<file path="config.mk">
export PLATFORM = sky130hd
export DESIGN_NAME = sipo_capture
export DESIGN_NICKNAME = d
export VERILOG_FILES = /design/src/rtl/sipo_capture.sv
export SDC_FILE = /design/constraint.sdc
export NUM_CORES = 1
export LEC_CHECK = 0
export CAP_MARGIN = 20
export CORE_UTILIZATION = 50
export DETAILED_ROUTE_END_ITERATION = 8
export GPL_TIMING_DRIVEN = 1
export PLACE_DENSITY = 0.76
export SYNTH_ARGS = -nofsm -noshare
export SYNTH_HDL_FRONTEND = slang
export SYNTH_SLANG_ARGS = --single-unit
export TNS_END_PERCENT = 20
</file>
<file path="constraint.sdc">
create_clock -name clk -period 1.65 [get_ports clk]
set_clock_uncertainty 0.1 [all_clocks]
set_input_delay 0.2475 -clock clk [delete_from_list [all_inputs] [get_ports clk]]
set_output_delay 0.2475 -clock clk [all_outputs]
set_load 0.01 [all_outputs]
</file>
<file path="src/rtl/sipo_capture.sv">
//------------------------------------------------------------------------------
// Module  : sipo_capture
// Purpose : Samples latch output d on each falling edge of en, frames WIDTH
//           bits into a parallel word and offers it on a valid/ready handshake.
// Rev     : 1.0 - initial release
//------------------------------------------------------------------------------
`default_nettype none

module sipo_capture #(
    parameter int WIDTH     = 8,
    parameter bit MSB_FIRST = 1'b1
) (
    input  logic             clk,
    input  logic             rst_n,
    input  logic             d,
    input  logic             en,
    input  logic             start,
    input  logic             ready,
    output logic [WIDTH-1:0] dout,
    output logic             valid,
    output logic             busy,
    output logic             overrun
);

    localparam int c_cnt_w = $clog2(WIDTH) + 1;
    localparam logic [c_cnt_w-1:0] c_last = c_cnt_w'(WIDTH - 1);
    localparam logic [c_cnt_w-1:0] c_one  = c_cnt_w'(1);

    typedef enum logic [1:0] {
        ST_IDLE  = 2'd0,
        ST_SHIFT = 2'd1,
        ST_HOLD  = 2'd2
    } state_t;

    state_t             r_state, w_state_nxt;
    logic [c_cnt_w-1:0] r_cnt,   w_cnt_nxt;
    logic [WIDTH-1:0]   r_sreg,  w_sreg_nxt;
    logic [WIDTH-1:0]   r_dout,  w_dout_nxt;
    logic               r_ovr,   w_ovr_nxt;
    logic               r_en_q;
    logic               w_smp;
    logic [WIDTH-1:0]   w_shifted;

    // Latch-close event; en_q resetting low keeps en=1 at release from firing.
    assign w_smp = r_en_q & ~en;

    generate
        if (MSB_FIRST) begin : g_msb_first
            assign w_shifted = {r_sreg[WIDTH-2:0], d};
        end else begin : g_lsb_first
            assign w_shifted = {d, r_sreg[WIDTH-1:1]};
        end
    endgenerate

    always_ff @(posedge clk) begin
        if (!rst_n) begin
            r_state <= ST_IDLE;
            r_cnt   <= '0;
            r_sreg  <= '0;
            r_dout  <= '0;
            r_ovr   <= 1'b0;
            r_en_q  <= 1'b0;
        end else begin
            r_state <= w_state_nxt;
            r_cnt   <= w_cnt_nxt;
            r_sreg  <= w_sreg_nxt;
            r_dout  <= w_dout_nxt;
            r_ovr   <= w_ovr_nxt;
            r_en_q  <= en;
        end
    end

    always_comb begin
        w_state_nxt = r_state;
        w_cnt_nxt   = r_cnt;
        w_sreg_nxt  = r_sreg;
        w_dout_nxt  = r_dout;
        w_ovr_nxt   = r_ovr;

        case (r_state)
            ST_IDLE: begin
                if (start) begin
                    w_state_nxt = ST_SHIFT;
                    w_cnt_nxt   = '0;
                    w_sreg_nxt  = '0;
                    w_ovr_nxt   = 1'b0;
                end
            end
            ST_SHIFT: begin
                if (w_smp) begin
                    w_sreg_nxt = w_shifted;
                    if (r_cnt == c_last) begin
                        w_dout_nxt  = w_shifted;
                        w_cnt_nxt   = '0;
                        w_state_nxt = ST_HOLD;
                    end else begin
                        w_cnt_nxt = r_cnt + c_one;
                    end
                end
            end
            ST_HOLD: begin
                if (w_smp) begin
                    w_ovr_nxt = 1'b1;
                end
                // An accepted start in the handshake cycle wins over the lost sample.
                if (ready) begin
                    if (start) begin
                        w_state_nxt = ST_SHIFT;
                        w_cnt_nxt   = '0;
                        w_sreg_nxt  = '0;
                        w_ovr_nxt   = 1'b0;
                    end else begin
                        w_state_nxt = ST_IDLE;
                    end
                end
            end
            default: begin
                w_state_nxt = ST_IDLE;
            end
        endcase
    end

    assign dout    = r_dout;
    assign valid   = (r_state == ST_HOLD);
    assign busy    = (r_state != ST_IDLE);
    assign overrun = r_ovr;

endmodule

`default_nettype wire

</file>
; ---- Word-level counts from Yosys, hierarchy flattened
; Index checks and enable logic that the tools add are counted.
[totals]
ff_bits = 24
[classes]
add_sub_neg = 1
n_eq_ne = 7
muxes = 20
n_bitwise = 2
n_reduce_logical = 8
[op_table]
columns = cell, count
row1 = 8-bit two-way mux, 3
row2 = 8-bit one-hot mux with 3 select lines, 1
row3 = 4-bit two-way mux, 4
row4 = 4-bit one-hot mux with 3 select lines, 1
row5 = 2-bit two-way mux, 4
row6 = 2-bit != test (second input constant), 4
row7 = 2-bit one-hot mux with 3 select lines, 1
row8 = 3-bit AND reduction, 2
row9 = 1-bit two-way mux, 5
row10 = 4-bit by 1-bit adder with 4-bit output (second input constant), 1
row11 = 4-bit by 3-bit == test with 1-bit output (second input constant), 1
row12 = 4-bit AND reduction, 1
row13 = 2-bit nonzero test, 2
row14 = 3-bit nonzero test, 1
row15 = 2-bit by 1-bit == test with 1-bit output (second input constant), 1
row16 = 2-bit == test (second input constant), 1
row17 = 2-bit logical NOT, 1
row18 = 1-bit one-hot mux with 2 select lines, 1
row19 = 2-bit AND reduction, 1
row20 = 1-bit bitwise AND, 1
row21 = 1-bit NOT, 1

; ---- Depth between registers and ports, before layout
; Gate-level depths: netlist of the first run.
[logic_depth]
depth_word = 6
depth_mapped = 5

; ---- Worst setup path before layout of the first run
; Ideal clock, no wire load.
[synth_timing]
path_kind = register to register
from = register r_cnt[0]
to = register r_cnt[3]
setup_time_ps = 74
arrival_ps = 1315
path_slack_ps = 161
stages_incl_launch_ff = 5
n_path_buf = 0
synth_period_minus_slack_ps = 1489
cell_sequence = dfxtp_1 ha_1 and3b_1 or4_1 a31oi_1
[synth_via]
elab_chain_cells = 4
elab_cells_between_ends = 5
[synth_lines]
columns = item, line_no
row1 = from (decl), 36  ; logic [c_cnt_w-1:0] r_cnt, w_cnt_nxt;
row2 = from (signal assigned), 65  ; r_cnt <= w_cnt_nxt;
row3 = 4-bit by 1-bit adder with 4-bit output or 4-bit by 3-bit == test with 1-bit output (tied branches), "97, 92"
row4 = 4-bit two-way mux (*), 92  ; if (r_cnt == c_last) begin
row5 = 4-bit two-way mux (*), 90  ; if (w_smp) begin
row6 = 4-bit one-hot mux with 3 select lines (*), 80  ; case (r_state)
; Every way passes the cells marked *; elsewhere a longest branch is shown, timed or not. The select of a mux whose other input is x is not followed.
; A chain may end at the register's enable or synchronous reset.

; ---- Worst setup path after layout of the first run
[layout_timing]
from = register r_state[1]
to = output port busy
[layout_via]
elab_chain_cells = 1
[layout_lines]
columns = item, line_no
row1 = from (decl), 35  ; state_t r_state, w_state_nxt;
row2 = from (signal assigned), 64  ; r_state <= w_state_nxt;
row3 = 2-bit nonzero test, 125  ; assign busy = (r_state != ST_IDLE);
row4 = to (decl), 21  ; output logic busy,
; No other way between the ends.

==> flow_summary.yaml, run 1 <==
placement:
  dp_hpwl_um: 1470
  dp.cells: 160
  portBuffers: 16
  placed_area_um2: 1240
  gp_congestion: 0.833
setup_path:
  endpoint_kind: "output port"
  worstSetupPathType: "reg -> out"
  cp-start-kind: "flip-flop"
  worst-path-max-fanout: 9
  rr_worst_depth: 4
  required_ns: 1.30
  cp.arrival_ns: 1.25
floorplanning:
  start_util_pct: 55.2
  die_h_um: 46.4
  die_area_um2: 2150
  num_io_pins: 17
  die_w_um: 46.4
  rows: 15
  coreArea_um2: 1780
timing:
  min_period_over_period_pct: 97.1
  min_period_ns: 1.60
  maxSlewViolCount: 0
  finalHoldViolCount: 0
  relSlewSlack_pct: 81.9
  rsz0062_at_grt: "yes"
  worst_slew_pin_slew_ns: 0.271
  setup_viol: 0
  max_freq_mhz: 624
yosys:
  ys_ff_latch: 23
  synthFlopType: "dfxtp_1"
  syn_inst: 116
  synth_commonest_cells: "23 x dfxtp_1, 19 x a21oi_1, 11 x o21ai_0"
  synth_fp_nets: 123
  synthTopCellsByArea: "dfxtp_1 47%, a21oi_1 9.7%, o211ai_1 7.6%"
  syn_area_per_cell_um2: 8.49
  netlist.area_leader.share_pct: 46.8
  synth_area_leader_cell: "dfxtp_1"
  synth_edf_count: 0
  yosys.cell_count.top_type: "dfxtp_1"
  ys_types: 28
  yosys_warnings: 0
  synth-seq-area-share_pct: 46.8
  synthArstFlopShare_pct: 0
  syn_area_um2: 985
power:
  leakage_uw: 0.000436
  p_per_area_nw_per_um2: 693
  power.total_uw: 881
  vdd_drop_max_uv: 574
clocking:
  cts_root_buffer: "clkbuf_4"
  clk_pin_slew_ns: 0.11
  numCtsBuffers: 3
  cts_setup_buffers: 0
  cts_tree: "yes"
  cts-htree-levels: 1
  insertion_delay_ns: 0.30
  cts_num_sinks: 23
  clock_path_buffers: 2
global_route:
  grt_pass1_vias: 799
  grt-ovfl-total: 0
  track_usage_pct: 22.5
  grt_pass1_wl_um: 3480
  antenna_found_initial: 0
  grt_max_degree: 16
routing:
  drt_first_pass_iters: 4
  vias: 912
  drc_errors: 0
  routedWlPerCell_um: 12.7
  drtAntennaViolNets: 0
  drt-initial-drc-count: 27
  wl_um: 2080
  vias_per_cell: 5.56
layout:
  finalNetCount: 147
  num_antenna_cells: 0
  area_growth_pct: 29.1
  final_cell_area_um2: 1270
  n_fill_cell: 142
  drive_above_1_share_pct: 14.4
  post_layout_nonfiller_instances: 164
job:
  max_cap_viol_count: 0
outcome:
  outcome: "complete, no violations"
worst_hold_path:
  hold_depth: 2
  hold_class: "reg -> reg"
==> worst max-delay path, stage by stage, from the launching register on <==
cell and delay, ns:
dfxtp_2 0.38, or2_2 0.30, dlygate4sd2_1 0.28
==> cell type report <==
cell class | instances | area [um2] | share of cell area, %
Clock buffer | 4 | 26.3 | 2.07
Inverter | 4 | 15.0 | 1.18
Sequential cell | 23 | 463 | 36.4
Multi-Input combinational cell | 80 | 475 | 37.4
Timing Repair Buffer | 28 | 260 | 20.5
Tap cell | 25 | 31.3 | 2.46
==> worst paths after layout <==
path	start	to	slack [ns]
setup / recovery	r_state[1]$_SDFFE_PN0P_	busy	0.05
hold reg to reg	overrun$_SDFFE_PN0P_	overrun$_SDFFE_PN0P_	0.37
setup reg to reg	r_cnt[0]$_SDFFE_PN0P_	r_cnt[3]$_SDFFE_PN0P_	0.08
hold / removal	overrun$_SDFFE_PN0P_	overrun$_SDFFE_PN0P_	0.37
==> logic make-up (layout without fill, tap and decap cells) <==
family	Yosys count	count (layout)	synth area share, %
buffers and inverters	13	36	5.84
AOI/OAI and AO/OA	45	45	26.8
adders and majority gates	1	1	1.27
and+or+nand+nor	34	34	19.3
DFF	23	23	46.8
==> sequential cells by signal, indices dropped and copies added (netlist names) <==
register  flops
overrun       1
r_en_q        1
dout          8
r_sreg        7
r_cnt         4
r_state       2
==> routing by layer <==
layer	share of wire (%)	track usage, %	up-vias
met5	0	0	-
met4	0	5.29	0
met3	2.3	6.27	0
met2	50	36.9	15
met1	48	29.0	427
li1	-	-	470
==> repair_timing <==
item,in CTS,in global routing
gates resized for setup,4,1
pin swaps,0,0
endpoints found under the setup margin,2,3
hold buffers,0,0
==> layout by cell type (no fill, tap or decap) <==
cell	synthesis	layout
dfxtp_1	23	21
a21oi_1	19	19
clkdlybuf4s50_1	0	14
o21ai_0	11	11
buf_4	1	11
o211ai_1	10	10
nand2_1	9	9
nand3_1	9	9
inv_1	4	4
nor2_1	3	3
clkbuf_4	0	3
or3_1	2	2
a311oi_1	2	2
dlygate4sd2_1	0	2
dfxtp_2	0	2
or2_2	1	1
and2b_1	1	1
nor4bb_2	0	1
nand2b_1	1	1
nor2b_1	1	1
nand4bb_1	1	1
and3b_1	1	1
nand3b_1	1	1
o21a_1	1	1
a22oi_1	1	1
nand4b_1	1	1
or4_1	1	1
a31oi_1	1	1
nor3b_1	1	1
ha_2	0	1
clkbuf_1	4	1
buf_12	0	1
==> per-stage QoR <==
stage                     worst slack [ns]  utilization (%)  hold slack, ns  TNS (ns)
after CTS                           0.0280             71.2           0.378         0
after detailed placement            -0.139             69.7           0.361     -1.31
after global placement             -0.0805             69.7           0.351    -0.801
after floorplan                      0.161                -           0.265         0
final                               0.0477             71.3           0.375         0
after global routing              -0.00793             71.3           0.407  -0.00793
==> power breakdown <==
group / total (uW) / internal (uW) / switching, uW
logic: 70.3 / 35.7 / 34.6
registers: 565 / 560 / 5.51
clock network: 245 / 94.1 / 151
No activity file was read; power rests on OpenSTA's default activity.
==> run 2: changes to the inputs <==
CORE_MARGIN = 2   (was not set)
==> run 2 against run 1 <==
  * Non-clock buffer count stayed put
  * Core utilization is 3.7 points lower
  * Sequential share of layout area is 0.33 points lower
  * Power is 1.4% higher
  * Clock power is 4% higher
  * First-iteration DRC count is 26% higher
  * Design area is 1.2% higher
  * Wire length is 3.8% higher
==> flow_summary.yaml, run 2 (synthesis results as in run 1) <==
power:
  comb_power_share_pct: 8.3
  vdd_drop_max_uv: 564
  p_per_area_nw_per_um2: 695
  p_int_uw: 689
  sequentialPowerShare_pct: 63.3
  pwr-share-clk_pct: 28.4
  swShare_pct: 22.9
  leakage_uw: 0.000446
  power.switching_uw: 204
setup_path:
  crit_start: "r_state[1]$_SDFFE_PN0P_"
  required_ns: 1.30
  endpoint_kind: "output port"
  worstSetupPathType: "reg -> out"
  rrSetupSlack_ns: 0.07
  rr_worst_depth: 4
  cp-start-kind: "flip-flop"
  worst-path-max-fanout: 9
  timing.rr.start: "r_cnt[0]$_SDFFE_PN0P_"
  reg2reg_to: "r_cnt[3]$_SDFFE_PN0P_"
  cp.arrival_ns: 1.26
floorplanning:
  start_util_pct: 51.8
  die_area_um2: 2340
  coreArea_um2: 1900
  rows: 16
  num_io_pins: 17
  die_w_um: 48.4
  die_h_um: 48.4
routing:
  drtAntennaViolNets: 0
  drt-initial-drc-count: 34
  routedWlPerCell_um: 13.0
  drt_first_pass_iters: 5
  vias: 945
  drc_errors: 0
  wl_um: 2160
  vias_per_cell: 5.69
timing:
  setup_viol: 0
  rsz0062_at_grt: "yes"
  max_freq_mhz: 621
  finalHoldViolCount: 0
  min_period_over_period_pct: 97.6
  fin_ws_ns: 0.0394
  worst_slew_pin_slew_ns: 0.331
  min_period_ns: 1.61
  maxSlewViolCount: 0
  relSlewSlack_pct: 77.8
layout:
  final_util_pct: 67.6
  largest_register_ffs: 8
  num_antenna_cells: 0
  area_growth_pct: 30.6
  drive_above_1_share_pct: 15.1
  layout_commonest_cell: "dfxtp_1"
  layout_common_cells: "20 x dfxtp_1, 19 x a21oi_1, 14 x clkdlybuf4s50_1"
  n_fill_cell: 171
  finalNetCount: 147
clocking:
  cts-htree-levels: 1
  numCtsBuffers: 3
  cts_num_sinks: 23
  clk_pin_slew_ns: 0.13
  clock_path_buffers: 2
  cts_root_buffer: "clkbuf_4"
  insertion_delay_ns: 0.30
  cts_tree: "yes"
  cts_setup_buffers: 0
worst_hold_path:
  min_from: "r_sreg[0]$_SDFFE_PN0P_"
  min_to: "r_sreg[1]$_SDFFE_PN0P_"
  hold_class: "reg -> reg"
  hold_depth: 2
placement:
  portBuffers: 16
  dp_slack_ns: -0.182
  dp_hpwl_um: 1600
  gp_congestion: 0.786
global_route:
  grt_max_degree: 18
  grt_pass1_wl_um: 3550
  grt_pass1_vias: 829
  antenna_found_initial: 0
  track_usage_pct: 18.9
  grt-ovfl-total: 0
outcome:
  outcome: "complete, no violations"
job:
  max_cap_viol_count: 0
## run 2: worst max-delay path by stage
stage / end
after CTS: busy
final: busy
after global placement: r_cnt[2]$_SDFFE_PN0P_
after floorplan: r_cnt[3]$_SDFFE_PN0P_
after detailed placement: r_cnt[2]$_SDFFE_PN0P_
after global routing: busy
## run 2: worst max-delay path, cell delays in order (launching register included)
cell and delay (ns):
dfxtp_2 0.38, or2_2 0.29, dlygate4sd2_1 0.29
## run 2: metrics by stage
stage	hold slack (ns)	cell area [um2]	power, uW	std cells	setup TNS (ns)
floorplan	0.265	985	611	116	0
global placement	0.352	1260	651	162	-0.970
detailed placement	0.360	1260	652	162	-1.68
CTS	0.378	1280	898	166	0
global route	0.404	1290	927	166	-0.0104
finish	0.377	1290	893	166	0
## run 2: power groups by stage
| stage | Clock, uW | Sequential (uW) | Combinational (uW) |
|---|---|---|---|
| floorplan | 0 | 576 | 35.6 |
| global placement | 0 | 577 | 74.3 |
| detailed placement | 0 | 577 | 75.0 |
| CTS | 259 | 565 | 73.6 |
| finish | 254 | 565 | 74.0 |
| global route | 280 | 567 | 79.9 |
## run 2: cell type report
class	instances	area (um2)	area share [%]
clock inverters	1	5.00	0.389
flip-flops and latches	23	464	36.1
repair buffers	28	273	21.2
inverters	4	15.0	1.17
multi-input cells	80	473	36.8
well taps	27	33.8	2.63
clock buffers	3	22.5	1.75
## run 2: routing by layer
layer | up-vias | GRT usage, % | routed length, um
met5 | - | 0 | 0
met4 | 0 | 9.05 | 29
met3 | 4 | 3.40 | 119
met2 | 35 | 33.1 | 1070
met1 | 438 | 22.4 | 938
li1 | 468 | - | -
## run 2: timing repair
action,in CTS,in global routing
pin swaps,0,0
hold buffers,0,0
cloned,0,0
resized for setup,4,2
endpoints found under the setup margin,2,4
==> run 3: changes to the inputs <==
CORE_UTILIZATION = 54   (was 50)
PLACE_DENSITY = 0.81   (was 0.76)
clock period = 1.88 ns   (was 1.65 ns; I/O delays follow)
==> run 3 against run 2 <==
  * Power decreased by 13%
  * Flip-flop and latch count unchanged
  * Cell count decreased by 4.2%
  * Wire length increased by 4.3%
  * Setup slack improved by 0.024 ns
  * Largest cell class unchanged
==> flow_summary.yaml, run 3 (synthesis results as in run 1) <==
outcome:
  outcome: "complete, no violations"
routing:
  routedWlPerCell_um: 14.2
  drt-initial-drc-count: 24
  vias: 939
  drc_errors: 0
  wl_um: 2250
  vias_per_cell: 5.91
  drtAntennaViolNets: 0
  drt_first_pass_iters: 4
layout:
  n_fill_cell: 155
  post_layout_nonfiller_instances: 159
  largest_register_ffs: 8
  layout_commonest_cell: "dfxtp_1"
  area_growth_pct: 25.7
  num_antenna_cells: 0
  layout_common_cells: "21 x dfxtp_1, 19 x a21oi_1, 15 x clkdlybuf4s50_1"
  drive_above_1_share_pct: 11.2
  finalNetCount: 142
power:
  swShare_pct: 23.4
  power.switching_uw: 183
  vdd_drop_max_uv: 509
  p_per_area_nw_per_um2: 631
  sequentialPowerShare_pct: 63.5
  comb_power_share_pct: 7.4
  p_int_uw: 599
  pwr-share-clk_pct: 29.1
  leakage_uw: 0.000424
global_route:
  grt_pass1_vias: 830
  grt-ovfl-total: 0
  grt_pass1_wl_um: 3590
  track_usage_pct: 23.0
  antenna_found_initial: 0
  grt_max_degree: 19
setup_path:
  cp.arrival_ns: 1.43
  cp_slowest_stage_delay_ns: 0.53
  endpoint_kind: "output port"
  required_ns: 1.50
  slowest_stage: "clkdlybuf4s50_1"
  worst-path-max-fanout: 8
  cp-start-kind: "flip-flop"
  worstPathCellList: "and2b_1, clkdlybuf4s50_1"
  worstSetupPathType: "reg -> out"
job:
  max_cap_viol_count: 0
floorplanning:
  coreArea_um2: 1730
  start_util_pct: 57.0
  rows: 15
  die_h_um: 46.7
  die_area_um2: 2180
  num_io_pins: 17
  die_w_um: 46.7
clocking:
  clk_pin_slew_ns: 0.12
  cts_root_buffer: "clkbuf_4"
  cts-htree-levels: 1
  cts_tree: "yes"
  clock_path_buffers: 2
  cts_setup_buffers: 0
  cts_num_sinks: 23
  insertion_delay_ns: 0.31
  cts_hold_buf: 0
  numCtsBuffers: 3
  cts-resized-gates: 1
timing:
  maxSlewViolCount: 0
  relSlewSlack_pct: 65.6
  rsz0062_at_grt: "no"
  tns_ns: 0
  setup_viol: 0
  min_period_ns: 1.82
  min_period_over_period_pct: 96.6
  max_freq_mhz: 551
  finalHoldViolCount: 0
  worst_slew_pin_slew_ns: 0.517
placement:
  dp.cells: 155
  gp_congestion: 0.791
  portBuffers: 16
  dp_hpwl_um: 1630
worst_hold_path:
  hold_class: "reg -> reg"
==> run 3: changes by cell type in the layout (fill, tap and decap cells not counted) <==
| cell | change |
|---|---|
| o21ai_0 | +1 |
| dlymetal6s2s_1 | +1 |
| dlygate4sd2_1 | -2 |
| dfxtp_1 | +1 |
| o21ai_1 | -1 |
| buf_12 | -1 |
| dfxtp_2 | -1 |
| buf_4 | -4 |
| clkdlybuf4s50_1 | +1 |
==> run 3: worst max-delay path, delay by kind of cell (launching register included) <==
kind	cells	cell delay, ns
buffers and inverters	1	0.53
AND/OR/NAND/NOR	1	0.22
flip-flops	1	0.38
==> run 3: worst paths after layout <==
check | slack (ns) | from | cells past startpoint | to
max | 0.06 | r_state[0]$_SDFFE_PN0P_ | 2 | valid
min | 0.38 | dout[7]$_SDFFE_PN0P_ | 2 | dout[7]$_SDFFE_PN0P_
max reg2reg | 0.27 | r_cnt[0]$_SDFFE_PN0P_ | 4 | r_cnt[3]$_SDFFE_PN0P_
min reg2reg | 0.38 | dout[7]$_SDFFE_PN0P_ | 2 | dout[7]$_SDFFE_PN0P_
==> run 3: routing by layer <==
metal	global-route usage (%)	up-vias	share of wire (%)
met2	40.6	32	51
li1	-	457	-
met5	0	-	0
met4	9.44	0	2.3
met1	27.4	442	42
met3	4.31	8	5.1
==> run 3: power groups by stage <==
stage	clock network (uW)	logic [uW]	registers, uW
global route	242	63.2	498
CTS	226	58.9	496
detailed placement	0	58.4	507
floorplan	0	31.3	505
finish	227	57.9	496
global placement	0	56.2	506
==> run 3: final cells by class <==
type / instances / area [um2] / share of cell area (%)
sequential: 23 / 463 / 37.4
multi-input combinational: 80 / 473 / 38.2
inverter: 4 / 15.0 / 1.21
timing repair buffer: 23 / 228 / 18.4
clock inverter: 1 / 5.00 / 0.404
tap: 25 / 31.3 / 2.53
clock buffer: 3 / 22.5 / 1.82
==> run 3: per-stage QoR <==
stage	instance area, um2	hold WS [ns]	util (%)	power, uW	worst slack, ns
after global routing	1240	0.403	71.7	803	0.0210
after global placement	1200	0.356	69.8	563	0.0441
after CTS	1230	0.381	71.4	780	0.00319
after floorplan	985	0.300	-	536	0.391
after detailed placement	1200	0.363	69.8	565	-0.0406
final	1240	0.378	71.7	781	0.0636
